<file path="config.mk">
export PLATFORM = sky130hd
export DESIGN_NAME = io1in_debounce_flat
export DESIGN_NICKNAME = d
export VERILOG_FILES = /design/src/rtl/io1in_debounce_if.sv /design/src/rtl/io1in_debounce.sv /design/src/flat_wrapper.sv
export SDC_FILE = /design/constraint.sdc
export NUM_CORES = 1
export LEC_CHECK = 0
export ABC_AREA = 1
export CAP_MARGIN = 40
export CORE_AREA = 4 4 41 43
export DETAILED_ROUTE_END_ITERATION = 8
export DIE_AREA = 0 0 45 47
export GPL_TIMING_DRIVEN = 1
export PLACE_DENSITY = 0.54
export SLEW_MARGIN = 25
export SYNTH_ARGS = -nofsm -noshare
export SYNTH_HDL_FRONTEND = slang
export SYNTH_SLANG_ARGS = --single-unit
</file>
<file path="constraint.sdc">
create_clock -name clk -period 1.7 [get_ports clk]
set_input_delay 0.34 -clock clk [delete_from_list [all_inputs] [get_ports clk]]
set_output_delay 0.34 -clock clk [all_outputs]
set_load 0.02 [all_outputs]
</file>
<file path="src/rtl/io1in_debounce_if.sv">
// Pad-to-core signal bundle for one debounced input pin.
// Optional glitch_cnt is present only when IO1IN_DEBOUNCE_GLITCH_CNT_EN is defined.
interface io1in_debounce_if;
    logic       pin;
    logic       level;
    logic       rise;
    logic       fall;
`ifdef IO1IN_DEBOUNCE_GLITCH_CNT_EN
    logic [7:0] glitch_cnt;
`endif

    // Pad side drives the raw pin and observes the cleaned outputs.
    modport master (
        output pin,
        input  level,
        input  rise,
        input  fall
`ifdef IO1IN_DEBOUNCE_GLITCH_CNT_EN
        ,
        input  glitch_cnt
`endif
    );

    modport slave (
        input  pin,
        output level,
        output rise,
        output fall
`ifdef IO1IN_DEBOUNCE_GLITCH_CNT_EN
        ,
        output glitch_cnt
`endif
    );
endinterface

</file>
<file path="src/rtl/io1in_debounce.sv">
// Synchronise and debounce one asynchronous pad pin; emits a clean level plus rise/fall pulses.
// Define IO1IN_DEBOUNCE_GLITCH_CNT_EN to add the saturating 8-bit abort counter glitch_cnt.
module io1in_debounce #(
    parameter int unsigned SYNC_STAGES     = 2,
    parameter int unsigned DEBOUNCE_CYCLES = 16,
    parameter int unsigned CNT_W           = 5,
    parameter logic        RESET_LEVEL     = 1'b0
) (
    input  logic               clk,
    input  logic               rst,
    io1in_debounce_if.slave    bus
);

    typedef enum logic {
        STABLE = 1'b0,
        CHECK  = 1'b1
    } state_t;

    localparam logic [CNT_W-1:0] CNT_LAST = CNT_W'(DEBOUNCE_CYCLES - 1);

    logic [SYNC_STAGES-1:0] sync_q;
    logic [SYNC_STAGES-1:0] sync_d;
    logic                   s;

    state_t                 state_q;
    state_t                 state_d;
    logic [CNT_W-1:0]       cnt_q;
    logic [CNT_W-1:0]       cnt_d;
    logic                   level_q;
    logic                   level_d;
    logic                   rise_q;
    logic                   rise_d;
    logic                   fall_q;
    logic                   fall_d;

`ifdef IO1IN_DEBOUNCE_GLITCH_CNT_EN
    logic [7:0]             glitch_q;
    logic [7:0]             glitch_d;
`endif

    // Only sync_q[0] ever samples the asynchronous pin.
    always_comb begin
        sync_d = {sync_q[SYNC_STAGES-2:0], bus.pin};
    end

    assign s = sync_q[SYNC_STAGES-1];

    always_ff @(posedge clk) begin
        if (rst) begin
            sync_q  <= {SYNC_STAGES{RESET_LEVEL}};
            state_q <= STABLE;
            cnt_q   <= '0;
            level_q <= RESET_LEVEL;
            rise_q  <= 1'b0;
            fall_q  <= 1'b0;
        end else begin
            sync_q  <= sync_d;
            state_q <= state_d;
            cnt_q   <= cnt_d;
            level_q <= level_d;
            rise_q  <= rise_d;
            fall_q  <= fall_d;
        end
    end

    always_comb begin
        state_d = state_q;
        cnt_d   = cnt_q;
        level_d = level_q;
        rise_d  = 1'b0;
        fall_d  = 1'b0;
`ifdef IO1IN_DEBOUNCE_GLITCH_CNT_EN
        glitch_d = glitch_q;
`endif

        unique case (state_q)
            STABLE: begin
                cnt_d = '0;
                if (s != level_q) begin
                    if (DEBOUNCE_CYCLES == 1) begin
                        level_d = ~level_q;
                        rise_d  = ~level_q;
                        fall_d  = level_q;
                    end else begin
                        state_d = CHECK;
                        cnt_d   = CNT_W'(1);
                    end
                end
            end
            CHECK: begin
                if (s == level_q) begin
                    // Abort: value bounced back before the window filled.
                    state_d = STABLE;
                    cnt_d   = '0;
`ifdef IO1IN_DEBOUNCE_GLITCH_CNT_EN
                    if (glitch_q != 8'hFF) begin
                        glitch_d = glitch_q + 8'd1;
                    end
`endif
                end else if (cnt_q == CNT_LAST) begin
                    state_d = STABLE;
                    cnt_d   = '0;
                    level_d = ~level_q;
                    rise_d  = ~level_q;
                    fall_d  = level_q;
                end else begin
                    cnt_d = cnt_q + CNT_W'(1);
                end
            end
            default: begin
                state_d = STABLE;
                cnt_d   = '0;
            end
        endcase
    end

`ifdef IO1IN_DEBOUNCE_GLITCH_CNT_EN
    always_ff @(posedge clk) begin
        if (rst) begin
            glitch_q <= '0;
        end else begin
            glitch_q <= glitch_d;
        end
    end

    assign bus.glitch_cnt = glitch_q;
`endif

    assign bus.level = level_q;
    assign bus.rise  = rise_q;
    assign bus.fall  = fall_q;

endmodule

</file>
<file path="src/flat_wrapper.sv">
// flat-port wrapper written by rule: the top's interface ports become plain ports
module io1in_debounce_flat 
#(
    parameter int unsigned SYNC_STAGES     = 2,
    parameter int unsigned DEBOUNCE_CYCLES = 16,
    parameter int unsigned CNT_W           = 5,
    parameter logic        RESET_LEVEL     = 1'b0
)
  (clk, rst, bus_pin, bus_level, bus_rise, bus_fall);
  io1in_debounce_if bus_i ();
  input  logic clk;
  input  logic rst;
  input wire logic [$bits(bus_i.pin)-1:0] bus_pin;
  output wire logic [$bits(bus_i.level)-1:0] bus_level;
  output wire logic [$bits(bus_i.rise)-1:0] bus_rise;
  output wire logic [$bits(bus_i.fall)-1:0] bus_fall;
  assign bus_i.pin = bus_pin;
  assign bus_level = bus_i.level;
  assign bus_rise = bus_i.rise;
  assign bus_fall = bus_i.fall;
  io1in_debounce #(.SYNC_STAGES(SYNC_STAGES), .DEBOUNCE_CYCLES(DEBOUNCE_CYCLES), .CNT_W(CNT_W), .RESET_LEVEL(RESET_LEVEL)) u_core (.clk(clk), .rst(rst), .bus(bus_i));
endmodule
</file>
==> results by group <==
Status
  • Status: finished clean

GRT
  • Largest net degree at the start of global routing: 7
  • Initial antenna violation count: 0
  • Total track usage: 7.55%
  • Total gr overflow: 0
  • Vias in the first global route: 279
  • First-pass GRT wire length: 1040 um

Synth
  • Post-synthesis adder-cell area fraction: 8.33%
  • Seq/Total Area, Yosys: 48.9%
  • Commonest cells post-synth: dfxtp_1, inv_1, nor2_1, nand2_1
  • Syn Nets: 64
  • Synth top area share: 48.9%
  • Post-synth cell types: 13
  • Main combinational cell family by area after synthesis: simple AND/OR/NAND/NOR gates
  • Yosys reg bits: 11
  • Cells after synthesis: 58
  • Most used DFF post-synth: dfxtp_1
  • Simple-gate share of the synthesized area: 28.6%
  • Compound-Gate Fraction of Synth Area: 2.22%
  • Mean post-synth cell area: 7.77 um^2
  • Ys Warns: 0
  • Post-Synth XOR/XNOR Area: 1.94%
  • EDFF count, synth: 0
  • Async SR Flop Fraction: 0%
  • Mapped cell area: 450 um^2
  • Top cells by area, synth: dfxtp_1, inv_1, nor2_1
  • Area leader, netlist: dfxtp_1
  • Mux contribution to synthesized area: 0%

Clocking
  • CTS Root Cell: clkbuf_4
  • Clk slew on worst S/H paths: 70 ps
  • CTS tree: yes
  • Clock tree buffer depth: 2
  • CTS H-Tree Depth: 1
  • Hold Buf Count CTS: 0
  • Clk sink count: 11
  • Post-CTS setup buffers: 0
  • Clk_lat worst skew: 270 ps
  • TritonCTS Buffers: 3
  • Post-cts sizing count: 0

Worst setup path
  • Levels on crit path: 1
  • Reg2Reg Depth: 9
  • Slowest library cell on the worst path: clkdlybuf4s50_1
  • Crit-path cells: clkdlybuf4s50_1
  • Crit end category: output port
  • CP Max Fanout: 4
  • Worst Path Buf+Inv: 1
  • Startpoint Class: flip-flop
  • Setup CP Type: reg -> out
  • Slowest stage delay, CP: 620 ps
  • Worst EP required: 1360 ps
  • Crit path DAT: 1260 ps
  • Largest delay share family, worst path: buffers and inverters

STA
  • Rel. slew slack: 84.4%
  • FMAX: 625 MHz
  • RSZ-0062 raised after global routing: no
  • Pins Over Slew Limit: 0
  • Final min period: 1600 ps
  • Setup TNS: 0 ps
  • Fin. Hold Viols: 0
  • Slew at the pin with the worst max-slew slack: 233 ps
  • Final setup fails: 0
  • Skew final: 2.78 ps
  • Final worst-path cycle share: 94.2%

Detailed routing
  • WL per Instance: 8.04 um
  • Routed WL: 659 um
  • Post-route DRC: 0
  • Final ANT Viol Nets: 0
  • Via density: 4.16
  • First-pass DRT Iterations: 2
  • Drt first-iter violations: 21
  • Routed vias: 341

Pwr
  • Leak: 0.000239 uW
  • Max VDD drop: 374 uV
  • P per Cell Area: 833 nW/um^2

Worst hold path
  • Hold depth: 2
  • Hold Crit Class: reg -> reg

Floorplanning
  • Die span in x: 45 um
  • Row cnt: 13
  • Core ar.: 1300 um^2
  • Num ports: 6
  • Initial core utilization: 34.6%
  • Die height: 47 um
  • Full die area: 2120 um^2

Layout
  • Share of layout cells above drive strength 1: 10.4%
  • Fillers: 149
  • Seq. cell area: 220 um^2
  • Ant. Diodes: 0
  • Final net count: 74
  • Multi-input logic area: 185 um^2
  • Area growth, synth to finish: 21.1%
  • Post-layout util: 41.9%

Placed design
  • GP Congestion: 0.652
  • Post-DP HPWL: 503 um
  • Port Buf Inserts: 5

Job
  • Max_cap viols: 0
## per-stage QoR
step / total power [uW] / worst slack [ps] / std cells / hold slack, ps / instance area (um^2)
after floorplan: 275 / 478 / 58 / 388 / 450
after global placement: 283 / 349 / 78 / 390 / 519
after detailed placement: 283 / 339 / 78 / 401 / 519
after CTS: 462 / 89.3 / 82 / 412 / 546
after global routing: 472 / 41.5 / 82 / 448 / 546
final: 454 / 98.8 / 82 / 408 / 546
## report_power, final
group | internal (uW) | switching, uW | leakage (uW) | total (uW)
clock | 90.8 | 86.0 | 0.0000150 | 177
combinational | 6.92 | 7.38 | 0.000135 | 14.3
sequential | 261 | 2.05 | 0.0000892 | 263
## layout make-up
class	instances	area share, %
Sequential cell	11	40.4
Multi-Input combinational cell	35	33.9
Timing Repair Buffer	5	9.17
Inverter	12	8.26
Clock buffer	4	4.82
Tap cell	15	3.44
## kinds of logic after synthesis
kind of cell	count (synthesis)
compound gates	2
buf+inv	12
fa+ha+maj	3
simple gates	29
xor+xnor	1
flops	11
## registers in the layout (all words and copies together) (netlist names)
name and cells:
u_core.state_q 1, u_core.cnt_q 5, u_core.bus.fall 1, u_core.sync_q 2
u_core.bus.rise 1, u_core.bus.level 1
## layer usage
metal | wire length (um) | GRT usage [%]
met1 | 334 | 7.85
met2 | 253 | 10.5
met5 | 0 | 0
met3 | 34 | 2.30
met4 | 36 | 10.5
## path summary, 6_finish.rpt
path                                      start                            end  slack, ps
setup / recovery  u_core.bus.level$_SDFFE_PP0P_                      bus_level        100
setup reg to reg     u_core.cnt_q[0]$_SDFF_PP0_  u_core.bus.level$_SDFFE_PP0P_        350
hold reg to reg     u_core.sync_q[0]$_SDFF_PP0_    u_core.sync_q[1]$_SDFF_PP0_        410
hold / removal      u_core.sync_q[0]$_SDFF_PP0_    u_core.sync_q[1]$_SDFF_PP0_        410
## cells in the final DEF (no fill, tap or decap)
| master | Yosys | layout |
|---|---|---|
| nand2_2 | 1 | 1 |
| dfxtp_1 | 11 | 11 |
| clkbuf_4 | 0 | 3 |
| clkdlybuf4s50_1 | 0 | 5 |
| nor2_2 | 1 | 1 |
| o21ai_0 | 2 | 2 |
| xnor2_1 | 1 | 1 |
| ha_1 | 3 | 3 |
| inv_2 | 1 | 1 |
| nand3_1 | 3 | 3 |
| nand3_2 | 1 | 1 |
| clkbuf_1 | 0 | 1 |
| nor2_1 | 11 | 11 |
| inv_1 | 11 | 11 |
| nand4_1 | 2 | 2 |
| nand2_1 | 10 | 10 |
No activity file was read; power rests on OpenSTA's default activity.
